$ cat src/rtl/lab3_cache_linexferengine_if.sv
// Bundle of the line-transfer engine's handshake streams: the line command,
// the memory request and response streams, and the line completion result.
//   master : command issuer / memory / result consumer side (cache datapath)
//   slave  : the transfer engine itself
// Widths: AW = address, WW = memory word, LW = whole line, IW = word index.
interface lab3_cache_linexferengine_if #(
    parameter int p_addr_nbits = 32,
    parameter int p_word_nbits = 32,
    parameter int p_line_words = 16
);
    localparam int AW = p_addr_nbits;
    localparam int WW = p_word_nbits;
    localparam int LW = p_line_words * p_word_nbits;
    localparam int IW = $clog2(p_line_words);

    // line command
    logic          cmd_val;
    logic          cmd_rdy;
    logic [1:0]    cmd_mode;
    logic [AW-1:0] cmd_victim_addr;
    logic [AW-1:0] cmd_refill_addr;
    logic [LW-1:0] cmd_victim_line;
    // memory request
    logic          memreq_val;
    logic          memreq_rdy;
    logic          memreq_type;
    logic [AW-1:0] memreq_addr;
    logic [WW-1:0] memreq_data;
    logic [IW-1:0] memreq_opaque;
    // memory response
    logic          memresp_val;
    logic          memresp_rdy;
    logic          memresp_type;
    logic [IW-1:0] memresp_opaque;
    logic [WW-1:0] memresp_data;
    // completion
    logic          line_val;
    logic          line_rdy;
    logic [LW-1:0] line_data;

    modport master (
        output cmd_val, cmd_mode, cmd_victim_addr, cmd_refill_addr, cmd_victim_line,
        input  cmd_rdy,
        input  memreq_val, memreq_type, memreq_addr, memreq_data, memreq_opaque,
        output memreq_rdy,
        output memresp_val, memresp_type, memresp_opaque, memresp_data,
        input  memresp_rdy,
        input  line_val, line_data,
        output line_rdy
    );

    modport slave (
        input  cmd_val, cmd_mode, cmd_victim_addr, cmd_refill_addr, cmd_victim_line,
        output cmd_rdy,
        output memreq_val, memreq_type, memreq_addr, memreq_data, memreq_opaque,
        input  memreq_rdy,
        input  memresp_val, memresp_type, memresp_opaque, memresp_data,
        output memresp_rdy,
        output line_val, line_data,
        input  line_rdy
    );
endinterface

$ cat src/rtl/lab3_cache_linexferengine.sv
// Cache line-transfer engine. Takes one line command (REFILL, WRITEBACK or
// EVICT = writeback then refill) and sequences word-granular memory traffic
// with up to p_max_inflight outstanding requests. Read responses may return
// in any order; they are steered into the line buffer by their word index.
// Ports:
//   clk, reset : clock, asynchronous active-high reset
//   xif.slave  : cmd_*    line command in (victim line captured on fire)
//                memreq_* word requests out, opaque = word index
//                memresp_* word responses in
//                line_*   completion with refilled line (zero for WRITEBACK)
// All handshake outputs decode registered state only; no input-to-output paths.
module lab3_cache_linexferengine #(
    parameter int p_addr_nbits   = 32,
    parameter int p_word_nbits   = 32,
    parameter int p_line_words   = 16,
    parameter int p_max_inflight = 4
) (
    input  logic clk,
    input  logic reset,
    lab3_cache_linexferengine_if.slave xif
);
    localparam int AW = p_addr_nbits;
    localparam int WW = p_word_nbits;
    localparam int IW = $clog2(p_line_words);
    localparam int BO = $clog2(p_word_nbits / 8);
    localparam int CW = $clog2(p_max_inflight + 1);
    localparam logic [AW-1:0] BASE_MASK = ~((AW'(1) << (IW + BO)) - AW'(1));

    typedef enum logic [2:0] {IDLE, WB_REQ, WB_DRAIN, RF_REQ, RF_DRAIN, RESP} state_t;

    state_t                         state;
    logic                           do_refill;
    logic                           cmd_rdy_q;
    logic                           line_val_q;
    logic [IW-1:0]                  idx;
    logic [CW-1:0]                  inflight;
    logic [AW-1:0]                  victim_base;
    logic [AW-1:0]                  refill_base;
    logic [p_line_words-1:0][WW-1:0] victim_buf;
    logic [p_line_words-1:0][WW-1:0] line_buf;

    logic in_req, in_xfer, req_fire, resp_fire, cmd_fire, last_idx, wb_done;

    assign in_req    = (state == WB_REQ) || (state == RF_REQ);
    assign in_xfer   = in_req || (state == WB_DRAIN) || (state == RF_DRAIN);
    assign req_fire  = xif.memreq_val && xif.memreq_rdy;
    assign resp_fire = xif.memresp_val && xif.memresp_rdy;
    assign cmd_fire  = xif.cmd_val && cmd_rdy_q;
    assign last_idx  = (idx == IW'(p_line_words - 1));
    // Writeback drain hands off to the refill on the edge that takes the final
    // ack, so the first read still issues strictly after every write is acked.
    assign wb_done   = (inflight == '0) || ((inflight == CW'(1)) && resp_fire);

    assign xif.cmd_rdy        = cmd_rdy_q;
    assign xif.memreq_val     = in_req && (inflight < CW'(p_max_inflight));
    assign xif.memreq_type    = (state == WB_REQ);
    assign xif.memreq_addr    = ((state == WB_REQ) ? victim_base : refill_base)
                                + (AW'(idx) << BO);
    assign xif.memreq_data    = (state == WB_REQ) ? victim_buf[idx] : '0;
    assign xif.memreq_opaque  = idx;
    assign xif.memresp_rdy    = in_xfer && (inflight != '0);
    assign xif.line_val       = line_val_q;
    assign xif.line_data      = line_buf;

    always_ff @(posedge clk or posedge reset) begin
        if (reset) begin
            state       <= IDLE;
            do_refill   <= 1'b0;
            cmd_rdy_q   <= 1'b1;
            line_val_q  <= 1'b0;
            idx         <= '0;
            inflight    <= '0;
            victim_base <= '0;
            refill_base <= '0;
            victim_buf  <= '0;
            line_buf    <= '0;
        end else begin
            if (req_fire && !resp_fire)
                inflight <= inflight + CW'(1);
            else if (resp_fire && !req_fire)
                inflight <= inflight - CW'(1);

            if (resp_fire && !xif.memresp_type)
                line_buf[xif.memresp_opaque] <= xif.memresp_data;

            // idx wraps to 0 after the last word, ready for the next phase
            if (req_fire)
                idx <= idx + IW'(1);

            case (state)
                IDLE: if (cmd_fire) begin
                    victim_base <= xif.cmd_victim_addr & BASE_MASK;
                    refill_base <= xif.cmd_refill_addr & BASE_MASK;
                    victim_buf  <= xif.cmd_victim_line;
                    line_buf    <= '0;
                    idx         <= '0;
                    do_refill   <= (xif.cmd_mode != 2'd1);
                    cmd_rdy_q   <= 1'b0;
                    state       <= (xif.cmd_mode == 2'd1 || xif.cmd_mode == 2'd2)
                                   ? WB_REQ : RF_REQ;
                end
                WB_REQ: if (req_fire && last_idx) state <= WB_DRAIN;
                WB_DRAIN: if (wb_done) begin
                    if (do_refill) begin
                        state <= RF_REQ;
                    end else begin
                        state      <= RESP;
                        line_val_q <= 1'b1;
                    end
                end
                RF_REQ: if (req_fire && last_idx) state <= RF_DRAIN;
                RF_DRAIN: if (inflight == '0) begin
                    state      <= RESP;
                    line_val_q <= 1'b1;
                end
                RESP: if (xif.line_rdy) begin
                    state      <= IDLE;
                    line_val_q <= 1'b0;
                    cmd_rdy_q  <= 1'b1;
                end
                default: state <= IDLE;
            endcase
        end
    end
endmodule
$ cat src/flat_wrapper.sv
// flat-port wrapper written by rule: the top's interface ports become plain ports
module lab3_cache_linexferengine_flat 
#(
    parameter int p_addr_nbits   = 32,
    parameter int p_word_nbits   = 32,
    parameter int p_line_words   = 16,
    parameter int p_max_inflight = 4
)
  (clk, reset, xif_cmd_val, xif_cmd_mode, xif_cmd_victim_addr, xif_cmd_refill_addr, xif_cmd_victim_line, xif_cmd_rdy, xif_memreq_val, xif_memreq_type, xif_memreq_addr, xif_memreq_data, xif_memreq_opaque, xif_memreq_rdy, xif_memresp_val, xif_memresp_type, xif_memresp_opaque, xif_memresp_data, xif_memresp_rdy, xif_line_val, xif_line_data, xif_line_rdy);
  lab3_cache_linexferengine_if #(.p_addr_nbits(p_addr_nbits), .p_word_nbits(p_word_nbits), .p_line_words(p_line_words)) xif_i ();
  input  logic clk;
  input  logic reset;
  input wire logic [$bits(xif_i.cmd_val)-1:0] xif_cmd_val;
  input wire logic [$bits(xif_i.cmd_mode)-1:0] xif_cmd_mode;
  input wire logic [$bits(xif_i.cmd_victim_addr)-1:0] xif_cmd_victim_addr;
  input wire logic [$bits(xif_i.cmd_refill_addr)-1:0] xif_cmd_refill_addr;
  input wire logic [$bits(xif_i.cmd_victim_line)-1:0] xif_cmd_victim_line;
  output wire logic [$bits(xif_i.cmd_rdy)-1:0] xif_cmd_rdy;
  output wire logic [$bits(xif_i.memreq_val)-1:0] xif_memreq_val;
  output wire logic [$bits(xif_i.memreq_type)-1:0] xif_memreq_type;
  output wire logic [$bits(xif_i.memreq_addr)-1:0] xif_memreq_addr;
  output wire logic [$bits(xif_i.memreq_data)-1:0] xif_memreq_data;
  output wire logic [$bits(xif_i.memreq_opaque)-1:0] xif_memreq_opaque;
  input wire logic [$bits(xif_i.memreq_rdy)-1:0] xif_memreq_rdy;
  input wire logic [$bits(xif_i.memresp_val)-1:0] xif_memresp_val;
  input wire logic [$bits(xif_i.memresp_type)-1:0] xif_memresp_type;
  input wire logic [$bits(xif_i.memresp_opaque)-1:0] xif_memresp_opaque;
  input wire logic [$bits(xif_i.memresp_data)-1:0] xif_memresp_data;
  output wire logic [$bits(xif_i.memresp_rdy)-1:0] xif_memresp_rdy;
  output wire logic [$bits(xif_i.line_val)-1:0] xif_line_val;
  output wire logic [$bits(xif_i.line_data)-1:0] xif_line_data;
  input wire logic [$bits(xif_i.line_rdy)-1:0] xif_line_rdy;
  assign xif_i.cmd_val = xif_cmd_val;
  assign xif_i.cmd_mode = xif_cmd_mode;
  assign xif_i.cmd_victim_addr = xif_cmd_victim_addr;
  assign xif_i.cmd_refill_addr = xif_cmd_refill_addr;
  assign xif_i.cmd_victim_line = xif_cmd_victim_line;
  assign xif_cmd_rdy = xif_i.cmd_rdy;
  assign xif_memreq_val = xif_i.memreq_val;
  assign xif_memreq_type = xif_i.memreq_type;
  assign xif_memreq_addr = xif_i.memreq_addr;
  assign xif_memreq_data = xif_i.memreq_data;
  assign xif_memreq_opaque = xif_i.memreq_opaque;
  assign xif_i.memreq_rdy = xif_memreq_rdy;
  assign xif_i.memresp_val = xif_memresp_val;
  assign xif_i.memresp_type = xif_memresp_type;
  assign xif_i.memresp_opaque = xif_memresp_opaque;
  assign xif_i.memresp_data = xif_memresp_data;
  assign xif_memresp_rdy = xif_i.memresp_rdy;
  assign xif_line_val = xif_i.line_val;
  assign xif_line_data = xif_i.line_data;
  assign xif_i.line_rdy = xif_line_rdy;
  lab3_cache_linexferengine #(.p_addr_nbits(p_addr_nbits), .p_word_nbits(p_word_nbits), .p_line_words(p_line_words), .p_max_inflight(p_max_inflight)) u_core (.clk(clk), .reset(reset), .xif(xif_i));
endmodule
$ cat config.mk
export PLATFORM = sky130hd
export DESIGN_NAME = lab3_cache_linexferengine_flat
export DESIGN_NICKNAME = d
export VERILOG_FILES = /design/src/rtl/lab3_cache_linexferengine_if.sv /design/src/rtl/lab3_cache_linexferengine.sv /design/src/flat_wrapper.sv
export SDC_FILE = /design/constraint.sdc
export NUM_CORES = 2
export LEC_CHECK = 0
export ABC_AREA = 1
export ABC_CLOCK_PERIOD_IN_PS = 104200
export CAP_MARGIN = 20
export CORE_AREA = 10 10 464 466
export DETAILED_ROUTE_END_ITERATION = 10
export DIE_AREA = 0 0 474 476
export PLACE_DENSITY = 0.5
export SLEW_MARGIN = 0
export SYNTH_ARGS = -nofsm -noshare
export SYNTH_HDL_FRONTEND = slang
export SYNTH_SLANG_ARGS = --single-unit
$ cat constraint.sdc
create_clock -name clk -period 104.2 [get_ports clk]
set_clock_uncertainty 0.05 [all_clocks]
set_input_delay 31.26 -clock clk [delete_from_list [all_inputs] [get_ports clk]]
set_output_delay 31.26 -clock clk [all_outputs]
set_load 0.05 [all_outputs]
==> out/metrics.csv <==
stage;metric;value;unit
sta;drv_slew;0;
sta;relSlewSlack;19.7;%
yosys;yosysUniqueCellTypes;29;
global_route;grt_pass1_wl;357;mm
sta;setup_viol;0;
setup_path;crit_end;xif_memreq_data[25];
sta;rsz0062_at_grt;false;
yosys;synth.avg_cell_area;7.69;um^2
clock_network;clock_sinks;1089;
place;preCtsSetupSlack;67190;ps
setup_path;cpMaxStageDelayCell;clkdlybuf4s50_1;
yosys;yosysWarnings;0;
clock_network;cts_setup_buffers;0;
place;io_buffers;1191;
place;hpwl;180;mm
drt;wl_per_cell;24.6;um
sta;hold_violations;0;
setup_path;cp.required;72890;ps
setup_path;path_cells;buf_4, buf_16, buf_4, buf_4, o211ai_1, nand3_1, nand3_1, a21oi_1, clkdlybuf4s50_1;
power;power_density;35.4;mW/mm^2
setup_path;cp-end-kind;primary output;
clock_network;ctsResizeCount;0;
floorplan;rows;167;
clock_network;ctsHoldBuffers;0;
yosys;synth-seq-area-share;53.3;%
clock_network;clkLatencyLatePin;800;ps
setup_path;cpPeakStageDelay;930;ps
yosys;async_flop_share;100;%
clock_network;cts_buffers;134;
global_route;busiest_layer;met2;
yosys;synth_top_area_share;53.3;%
drt;drtPass1Iterations;5;
place;place.gp.congestion;0.869;
yosys;synth_flop_cell;dfrtp_1;
floorplan;die_y;476;um
floorplan;ioPinCount;1206;
global_route;grt_util_met2;34.0;%
drt;drc;0;
drt;drtAntennaViolNets;0;
clock_network;cts.path.max_buffers;3;
yosys;synthTopCellsByCount;1954 x nand2_1, 1088 x dfrtp_1, 1059 x nor2_1;
drt;num_vias;49400;
global_route;antenna_found_initial;86;
global_route;grt.total_usage;21.6;%
floorplan;die_w;474;um
sta;tightest_slew;1190;ps
yosys;synth.most_common_cell;nand2_1;
sta;final.setup.tns;0;ps
yosys;synthTopCellsByArea;dfrtp_1 53%, nand2_1 14%, nor2_1 7.8%;
power;peakVddDrop;22.0;uV
clock_network;cts_tree;built;
setup_path;reg2reg_to;u_core.victim_buf[347];
floorplan;dieArea;0.226;mm^2
drt;vias_per_cell;4.75;
run;cap_violations;0;
floorplan;start_util;24.8;%
clock_network;htree_levels;4;
setup_path;r2r_cells;7;
floorplan;core-area;0.206;mm^2
finish;area_delta_synth_final;36.2;%
yosys;synth_area;0.0511;mm^2
setup_path;critPathKind;reg -> out;
sta;final.period_utilization;35.6;%
drt;initialDrtViolationCount;4891;
setup_path;start_kind;flop;
power;p_leak;33.7;nW
sta;fin_crit;37050;ps
worst_hold_path;hold_path.class;reg -> reg;
setup_path;cp.arrival;5740;ps
setup_path;rrSetupSlack;100060;ps
yosys;synth_area_leader_cell;dfrtp_1;
setup_path;path_common_cell;buf_4;
yosys;synth_edf_count;0;
clock_network;clkTransAtPathRegs;60;ps
drt;totalWireLength;255;mm
sta;worst_slack;67150;ps
global_route;globalRouteOverflowTotal;0;
setup_path;reg2reg_from;u_core.state[0];
run_status;status;finished clean;
global_route;grt_max_degree;253;
worst_hold_path;hold_depth;2;
finish;finish.net_count;8175;
global_route;grtUsageMet3;6.83;%
global_route;grt_pass1_vias;47500;
sta;hold_slack;416;ps
setup_path;cp_max_fo;81;
sta;fmax;27.0;MHz
clock_network;cts-root-buf;clkbuf_16;
yosys;synth.ff_latch_count;1089;
global_route;grt_use_met1;27.4;%
finish;layout-drive-gt1-share;4.62;%
yosys;syn_inst;6644;
setup_path;crit_start;u_core.xif.memreq_opaque[0];
==> per-layer routing <==
layer / vias up / routed length (um)
met4: 56 / 10100
met1: 24100 / 106000
met3: 410 / 22400
li1: 22900 / -
met5: - / 352
met2: 1985 / 117000
==> per-stage QoR <==
step	instances	total power, mW	util, %	area (um^2)
finish	10400	2.46	33.8	69600
detailed placement	10100	2.01	31.6	65100
global route	10400	2.60	33.8	69600
CTS	10300	2.48	33.7	69400
global placement	10100	1.99	31.6	65100
floorplan	6645	1.50	-	51100
==> where the power goes <==
part,switching [mW],internal (mW),total [mW]
combinational,0.910,0.367,1.28
sequential,0.102,0.618,0.720
clock,0.198,0.269,0.467
total,1.21,1.25,2.46
==> registers in the layout, indices dropped and copies added, names as in the netlist <==
name	cells
u_core.xif.memreq_opaque	4
u_core.inflight	3
u_core.xif.line_val	1
u_core.xif.line_data	512
u_core.refill_base	26
u_core.victim_base	26
u_core.victim_buf	512
u_core.state	3
u_core.do_refill	1
u_core.xif.cmd_rdy	1
==> layout by cell type (no fill, tap or decap), types with 68 or more instances in the layout <==
master and instances:
nand2_1 1953, nand3_1 267, inv_1 576, nand4_1 488, clkdlybuf4s50_1 1191, buf_4 96
dfrtp_1 1085, clkbuf_16 141, a21oi_1 68, nor2_1 1037, o21ai_0 509
==> area by class of cell <==
cell class	count	area, um^2
Fill cell	21800	136000
Tap cell	2704	3380
Antenna cell	47	118
Clock inverter	30	265
Multi-Input combinational cell	4441	19500
Timing Repair Buffer	1298	12900
Sequential cell	1089	27300
Inverter	583	2220
Clock buffer	202	4030
==> critical path: cells and delay by family, from the launching register on <==
kind                   cells  cell delay [ps]
AO/OA/AOI/OAI              2              430
buffers and inverters      5             3350
AND/OR/NAND/NOR            2              360
flip-flops                 1              700
==> cell families (layout without fill, tap and decap cells) <==
kind of cell,count (synthesis),in the layout,synth area share [%]
buffers and inverters,1115,2113,8.77
adder cells (fa/ha/maj),7,7,0.171
XOR/XNOR,4,4,0.0685
AND/OR/NAND/NOR,3784,3784,31.0
AO/OA/AOI/OAI,644,644,6.63
flip-flops,1089,1089,53.3
other,1,49,0.00734
==> how the worst min path moves through the flow <==
stage | startpoint | end | slack [ps]
6_report | u_core.victim_buf[15] | u_core.victim_buf[15] | 420
5_1_grt | u_core.victim_buf[27] | u_core.victim_buf[27] | 430
4_1_cts | u_core.victim_buf[12] | u_core.victim_buf[12] | 420
3_5_place_dp | u_core.victim_buf[12] | u_core.victim_buf[12] | 400
3_3_place_gp | u_core.victim_buf[24] | u_core.victim_buf[24] | 400
2_1_floorplan | u_core.victim_buf[0] | u_core.victim_buf[0] | 390
Power figures use the tool's default switching activity.
